File: config.mk
export PLATFORM = sky130hd
export DESIGN_NAME = result_sel_pipe
export DESIGN_NICKNAME = d
export VERILOG_FILES = /design/src/rtl/result_sel_pipe.sv
export SDC_FILE = /design/constraint.sdc
export NUM_CORES = 1
export LEC_CHECK = 0
export ABC_CLOCK_PERIOD_IN_PS = 2700
export CAP_MARGIN = 15
export CORE_MARGIN = 3
export CORE_UTILIZATION = 40
export CTS_CLUSTER_DIAMETER = 150
export DETAILED_ROUTE_END_ITERATION = 8
export PLACE_DENSITY = 0.91
export SLEW_MARGIN = 30
export SYNTH_ARGS = -nofsm -noshare
export SYNTH_HDL_FRONTEND = slang
export SYNTH_SLANG_ARGS = --single-unit
File: constraint.sdc
create_clock -name clk -period 2.7 [get_ports clk]
set_clock_uncertainty 0.15 [all_clocks]
set_input_delay 0.405 -clock clk [delete_from_list [all_inputs] [get_ports clk]]
set_output_delay 0.405 -clock clk [all_outputs]
set_load 0.005 [all_outputs]
File: src/rtl/result_sel_pipe.sv
// Registered result selector: picks one of NCH channels, attaches a per-channel flag,
// and forwards it through a valid/ready stage with a 2-entry skid buffer.
// Optional: define RESULT_SEL_ERR_CNT_EN to add the saturating err_cnt output.
module result_sel_pipe #(
  parameter int unsigned     WIDTH     = 16,
  parameter int unsigned     NCH       = 6,
  parameter int unsigned     SELW      = 3,
  parameter logic [NCH-1:0]  FLAG_MASK = NCH'(6'b011010)
) (
  input  logic                  clk,
  input  logic                  rst_n,
  input  logic [NCH*WIDTH-1:0]  in_data,
  input  logic [SELW-1:0]       in_sel,
  input  logic                  in_valid,
  output logic                  in_ready,
  output logic [WIDTH-1:0]      out_data,
  output logic                  out_flag,
  output logic                  out_valid,
  input  logic                  out_ready,
  input  logic                  err_clr,
  output logic                  sel_err
`ifdef RESULT_SEL_ERR_CNT_EN
  ,
  output logic [7:0]            err_cnt
`endif
);

  typedef struct packed {
    logic [WIDTH-1:0] data;
    logic             flag;
  } entry_t;

  typedef enum logic [1:0] {
    S_EMPTY = 2'd0,
    S_ONE   = 2'd1,
    S_FULL  = 2'd2
  } state_t;

  state_t state;
  entry_t skid;
  entry_t dec;
  logic   dec_bad;
  logic   accept;
  logic   drain;

  assign accept = in_valid && in_ready;
  assign drain  = out_valid && out_ready;

  // Select decode; out-of-range selects yield zero data and flag and are reported.
  always_comb begin
    dec     = '0;
    dec_bad = 1'b1;
    for (int unsigned i = 0; i < NCH; i++) begin
      if (in_sel == SELW'(i)) begin
        dec.data = in_data[i*WIDTH +: WIDTH];
        dec.flag = FLAG_MASK[i];
        dec_bad  = 1'b0;
      end
    end
  end

  // Occupancy FSM; out_data/out_flag act as the main register, in_ready and
  // out_valid are registered alongside the state so neither depends on out_ready.
  always_ff @(posedge clk or negedge rst_n) begin
    if (!rst_n) begin
      state     <= S_EMPTY;
      out_data  <= '0;
      out_flag  <= 1'b0;
      out_valid <= 1'b0;
      in_ready  <= 1'b1;
      skid      <= '0;
    end else begin
      case (state)
        S_EMPTY: begin
          if (accept) begin
            out_data  <= dec.data;
            out_flag  <= dec.flag;
            out_valid <= 1'b1;
            state     <= S_ONE;
          end
        end
        S_ONE: begin
          if (accept && drain) begin
            out_data <= dec.data;
            out_flag <= dec.flag;
          end else if (accept) begin
            skid     <= dec;
            in_ready <= 1'b0;
            state    <= S_FULL;
          end else if (drain) begin
            out_valid <= 1'b0;
            state     <= S_EMPTY;
          end
        end
        S_FULL: begin
          if (drain) begin
            out_data <= skid.data;
            out_flag <= skid.flag;
            in_ready <= 1'b1;
            state    <= S_ONE;
          end
        end
        default: begin
          out_valid <= 1'b0;
          in_ready  <= 1'b1;
          state     <= S_EMPTY;
        end
      endcase
    end
  end

  // Sticky select error; a new error in the clearing cycle wins.
  always_ff @(posedge clk or negedge rst_n) begin
    if (!rst_n) begin
      sel_err <= 1'b0;
    end else if (accept && dec_bad) begin
      sel_err <= 1'b1;
    end else if (err_clr) begin
      sel_err <= 1'b0;
    end
  end

`ifdef RESULT_SEL_ERR_CNT_EN
  // Saturating count of accepted invalid selects; clear-plus-error restarts at one.
  always_ff @(posedge clk or negedge rst_n) begin
    if (!rst_n) begin
      err_cnt <= 8'd0;
    end else if (err_clr) begin
      err_cnt <= (accept && dec_bad) ? 8'd1 : 8'd0;
    end else if (accept && dec_bad && (err_cnt != 8'hFF)) begin
      err_cnt <= err_cnt + 8'd1;
    end
  end
`endif

endmodule

==> impl_metrics.py <==
metrics = {
    "status": {
        "status": "finished, final reports clean",
    },
    "cts": {
        "cts_buffers": 5,
        "clock_path_buffers": 2,
        "clockRootBuffer": "clkbuf_8",
        "cts_hold_buffers": 0,
        "cts_sinks": 39,
        "post_cts_resize_count": 0,
        "worstSkewPairLatency_ns": 0.29,
        "cts_tree": "yes",
        "clk_pin_slew_worst_paths_ns": 0.07,
        "postCtsSetupRepairBufs": 0,
        "h-tree-depth": 2,
    },
    "worst_setup_path": {
        "reg2reg_depth": 4,
        "cp-startpoint": "in_sel[1]",
        "endpoint": "out_data[1]",
        "path_cells": "clkdlybuf4s50_1, buf_4, inv_1, nor3_1, a221oi_1, a211oi_1",
        "critPathMaxFanout": 32,
        "reg2reg_from": "in_ready",
        "crit_arrival_ns": 2.27,
        "r2r-end": "out_data[9]",
        "cp_num_buf_inv": 3,
        "cpLargestDelayFamily": "buffers and inverters",
        "worstPathRequired_ns": 2.74,
        "critPathCaptureType": "flip-flop",
        "crit_cells": 6,
        "criticalPathCategory": "in2reg",
        "reg2reg_slack_ns": 0.80,
        "cp_slowest_cell": "nor3_1",
        "crit_path_max_incr_delay_ns": 0.48,
        "critPathLaunchType": "input port",
    },
    "placed_design": {
        "placed_cell_area_mm2": 0.00378,
        "dp_cells": 444,
        "dp_slack_ns": 0.240,
        "dp_hpwl_um": 5730,
        "place_congestion": 0.865,
        "port_buffers": 123,
    },
    "route": {
        "initialDrtViolationCount": 139,
        "num_vias": 2520,
        "drt_first_pass_iters": 4,
        "drt_wl_total_um": 7280,
        "ant_nets": 0,
        "drc": 0,
        "vias_per_cell": 5.55,
        "wl_per_cell_um": 16.0,
    },
    "hold_path": {
        "min_path_type": "reg2reg",
    },
    "floorplanning": {
        "std_cell_rows": 28,
        "die-area_mm2": 0.00728,
        "die_w_um": 85.4,
        "core_mm2": 0.00603,
        "ios": 124,
        "die_h_um": 85.4,
        "initial_utilization_pct": 41.8,
    },
    "synthesis": {
        "synth_area_mm2": 0.00252,
        "synth_area_leaders": "dfrtp_1 38%, mux2i_1 12%, mux2_2 5.8%, nor2_1 5.1%, o221a_2 4.9%",
        "syn_avg_cell_area_um2": 9.65,
        "synth_cell_types": 33,
        "seq_area_frac_synth_pct": 38.8,
        "synth_cells": 261,
        "synth_top_area_share_pct": 37.8,
        "synth_top_cell_by_area": "dfrtp_1",
        "synth-seq-cells": 39,
        "yosys_warnings": 0,
        "synth_nets": 365,
    },
    "sta": {
        "hold_slack_ns": 0.335,
        "fin_ws_ns": 0.467,
        "hold_viol": 0,
        "worst_slew_pin_slew_ns": 0.636,
        "setup_tns_ns": 0,
        "slew_headroom_pct": 57.6,
        "max_freq_ghz": 0.448,
        "rsz0062_at_grt": "no",
        "final-setup-viol-count": 0,
        "post-route-period-util_pct": 82.7,
        "finalMaxSlewViolations": 0,
        "min_period_ns": 2.23,
    },
    "global_routing": {
        "grt_max_degree": 40,
        "antenna_found_initial": 0,
        "grt_usage_pct": 19.9,
        "grt_pass1_vias": 2456,
        "grt_pass1_wl_um": 11700,
        "overflow": 0,
    },
    "power": {
        "power_density_mw_per_mm2": 335,
        "irDropWorstVdd_mv": 0.182,
        "power_leakage_nw": 1.65,
    },
    "cells_and_area": {
        "area_growth_pct": 55.1,
        "post-route-cell-area_mm2": 0.00391,
        "drive_above_1_share_pct": 12.1,
        "nNetsFinal": 482,
        "fillers": 475,
        "n_antenna_cell": 0,
        "final_cells": 454,
    },
    "run": {
        "maxCapViolations": 0,
    },
}
==> where the power goes <==
| group | leakage, nW | switching [W] | internal, W |
|---|---|---|---|
| sequential | 0.536 | 0.0000000000000000000226 | 0.000584 |
| combinational | 1.06 | 0.000110 | 0.000191 |
| clock | 0.0515 | 0.000192 | 0.000233 |
==> sequential cells by signal (all words and copies together), names as in the netlist <==
name and count:
sel_err 1, out_flag 1, in_ready 1, state 2, out_data 16, out_valid 1
skid 17
==> per-layer routing <==
metal  global-route usage (%)  vias to the layer above  wire (um)
li1                         -                     1204          -
met4                     6.91                        0        148
met1                     26.1                     1167       3140
met2                     32.0                      135       3440
met3                     4.76                       14        558
met5                        0                        -          0
==> layout by cell type, fill, tap and decap left out, types with 2 or more instances in the layout <==
master and count:
nand2b_1 3, nand3_1 7, buf_2 2, buf_12 2
a21oi_1 4, nand3b_1 13, clkdlybuf4s50_1 121, clkbuf_8 7
o21ai_0 22, nor3b_1 5, mux2i_1 31, inv_1 2
mux2_2 13, nor3_1 2, dfrtp_1 38, nor2_1 34
nand2_1 22, a221o_1 11, a211oi_1 5, a221oi_1 4
o221a_2 11, buf_4 6
==> cell usage after synthesis <==
master and n:
buf_2 7, a221oi_1 4, buf_6 4, o221a_2 11, nor3b_1 5, a221o_1 11
nand4b_1 1, nor3_1 2, nand2_1 22, mux4_2 1, o211ai_2 1, dfrtp_1 38
mux2_2 13, inv_2 1, dfstp_2 1, and3b_1 1, o21ai_0 22, nand2b_1 3
nand3_1 7, and3_4 1, o211ai_1 1, inv_1 2, nand4bb_1 1, nand3b_1 13
clkbuf_1 10, o21a_1 1, a211oi_1 5, and2_1 1, mux2i_1 31, o32ai_1 1
nor2_1 34, a21oi_1 4, clkbuf_2 1
==> worst min-delay path by stage <==
stage | end | slack (ns) | cells past startpoint | start
6_report | skid[3] | 0.33 | 2 | skid[3]
4_1_cts | out_valid | 0.08 | 1 | rst_n
3_5_place_dp | skid[3] | 0.32 | 2 | skid[3]
3_3_place_gp | skid[15] | 0.31 | 2 | skid[15]
2_1_floorplan | out_data[0] | -0.04 | 0 | rst_n
5_1_grt | skid[0] | 0.36 | 2 | skid[0]
==> layout make-up <==
class,count,area [um^2],area share [%]
repair buffers,132,1320,33.7
inverters,3,11.3,0.288
well taps,75,93.8,2.40
clock buffers,8,100,2.56
flip-flops and latches,39,977,25.0
multi-input cells,197,1410,36.0
==> per-stage QoR <==
stage,utilization [%],power [W]
CTS,64.3,0.00131
finish,64.8,0.00131
floorplan,-,0.000706
global route,64.8,0.00136
detailed placement,62.7,0.000890
global placement,62.7,0.000883
==> worst reg2reg max path: stages, from the launching register on <==
cell and delay [ns]:
dfstp_2 0.59, nand3b_1 0.11, o211ai_2 0.30, nand2_1 0.30
o221a_2 0.35
==> cell families after synthesis <==
| group | share of synthesized area (%) |
|---|---|
| DFF | 38.8 |
| AOI/OAI and AO/OA | 18.8 |
| and+or+nand+nor | 18.1 |
| buffers and inverters | 5.32 |
| muxes | 19.0 |
No activity file was read; power rests on OpenSTA's default activity.
==> RTL change (config.mk and constraints unchanged) <==
Add a define of `RESULT_SEL_ERR_CNT_EN`.
--- a/src/rtl/result_sel_pipe.sv
+++ b/src/rtl/result_sel_pipe.sv
@@ -3,2 +3,4 @@
 // Optional: define RESULT_SEL_ERR_CNT_EN to add the saturating err_cnt output.
+`define RESULT_SEL_ERR_CNT_EN
+
 module result_sel_pipe #(
Check against the original RTL (old outputs only; new: err_cnt): equivalent (Yosys induction, for registers that start in step).
==> RTL change against the unedited design <==
  * Sequential share of layout area is 1.3 points higher
  * Total power up 11%
  * Final cell count is 19% higher
  * Sequential power grew 20%
  * Routed wire length increased by 15%
  * Worst setup slack better by 190 ps
  * Cell area increased by 15%
  * Sequential cell count increased by 8
  * Synthesized area grew 18%
  * Largest cell class unchanged
==> RTL change: results (changes against the unedited design) <==
- The switching part of the total power is 0.2395 (was 0.2306).
- The first-pass GRT wire length came to 13,770 um (was 11,710 um).
- The number of global-route vias before repair is 2,938 (was 2,456).
- The net count after synthesis is 425 (was 365).
- Outcome: finished clean (unchanged).
- The share of synthesized area occupied by flip-flops and latches is 0.3950 (was 0.3880).
- The post-route non-filler standard cell count is 538 (was 454).
- Top Registers: skid (17), out_data (16), err_cnt (8) (was skid (17), out_data (16), state (2)).
- The leakage power of the design is 1.848 nW (was 1.653 nW).
- The critical path's top delay family was simple AND/OR/NAND/NOR gates (was buffers and inverters).
- The HPWL reported at the end of detailed placement came to 6660 um (was 5735 um).
- Biggest area contributors in the synthesized netlist: dfrtp_1 39%, mux2i_1 12%, nor2_1 6.4%, a211oi_1 4.5%, o21ai_0 3.5% (was dfrtp_1 38%, mux2i_1 12%, mux2_2 5.8%, nor2_1 5.1%, o221a_2 4.9%).
- The area of placed instances was 0.004370 mm^2 (was 0.003776 mm^2).
- The detailed-route wire length is 8394 um (was 7278 um).
- The end point of the most critical hold path is skid[7] (was skid[3]).
- The post-synthesis compound-gate area fraction came to 0.1872 (was 0.1878).
- The first element of the critical path is in_sel[2] (was in_sel[1]).
- The highest net fanout along the worst path is 26 (was 32).
- The count of port buffers added during placement is 131 (was 123).
- The startpoint of the lowest-slack register-to-register path is state[0] (was in_ready).
- The library cell contributing the largest single delay on the critical path was clkdlybuf4s50_1 (was nor3_1).
- The detail-routed via count per cell is 5.374 (was 5.551).
- The slew at the pin closest to its max-slew limit is 711.5 ps (was 635.5 ps).
- Post-synth top cells: 51 x nor2_1, 46 x dfrtp_1, 36 x mux2i_1, 21 x nand2_1, 21 x o21ai_0 (was 38 x dfrtp_1, 34 x nor2_1, 31 x mux2i_1, 22 x nand2_1, 22 x o21ai_0).
- The internal power summed over all cells is 0.001105 W (was 0.001008 W).
- The startpoint of the worst hold path is skid[7] (was skid[3]).
- The multiplexer share of the synthesized area was 0.1549 (was 0.1903).
- The arithmetic-cell share of the synthesized area counting full adders, half adders and majority gates came to 0.004198 (was 0).
- The number of detailed-routing iterations run before antenna repair is 5 (was 4).
- The mean area per synthesized cell is 9.314 um^2 (was 9.650 um^2).
- The share of final-layout standard cells stronger than drive strength 1 is 0.08597 (was 0.1214).
- The minimum hold slack is 339.7 ps (was 334.5 ps).
- The maximum achievable frequency is 0.4897 GHz (was 0.4478 GHz).
- The share of power burned in the clock network was 0.303 (was 0.324).
- The clock transition at the register clock pins on the worst setup and hold paths after CTS is 90 ps (was 70 ps).
- The net count of the finished layout is 546 (was 482).
- The worst IR drop on VDD is 175.5 uV (was 182.4 uV).
-- RTL change: cell types whose count changed in the layout (fill, tap and decap cells not counted), sizes merged, moves of 9 or more --
cell,change
a211oi,+13
o221a,-11
nor2,+17
o22ai,+9
a221o,-11
nand3b,-10
-- RTL change: layout make-up --
type | instances | area, um^2 | area share
clock inverters | 1 | 8.758 | 0.001957
flip-flops and latches | 47 | 1177 | 0.2631
well taps | 96 | 120.1 | 0.02684
repair buffers | 140 | 1421 | 0.3176
clock buffers | 7 | 86.33 | 0.01929
inverters | 2 | 7.507 | 0.001677
multi-input cells | 245 | 1654 | 0.3696
-- RTL change: per-layer routing --
metal  global-route usage  wire [um]  vias to the layer above  share of wire
met5                    0          0                        -              0
met2               0.3372       4095                      134           0.49
met3              0.04224        612                        6          0.073
li1                     -          -                     1409              -
met1               0.2535       3617                     1342           0.43
met4              0.05074         69                        0         0.0082
-- RTL change: timing repair --
item                      in CTS  in global routing
hold buffers                   1                  0
gates resized for setup        0                  0
hold endpoints to repair      12                  0
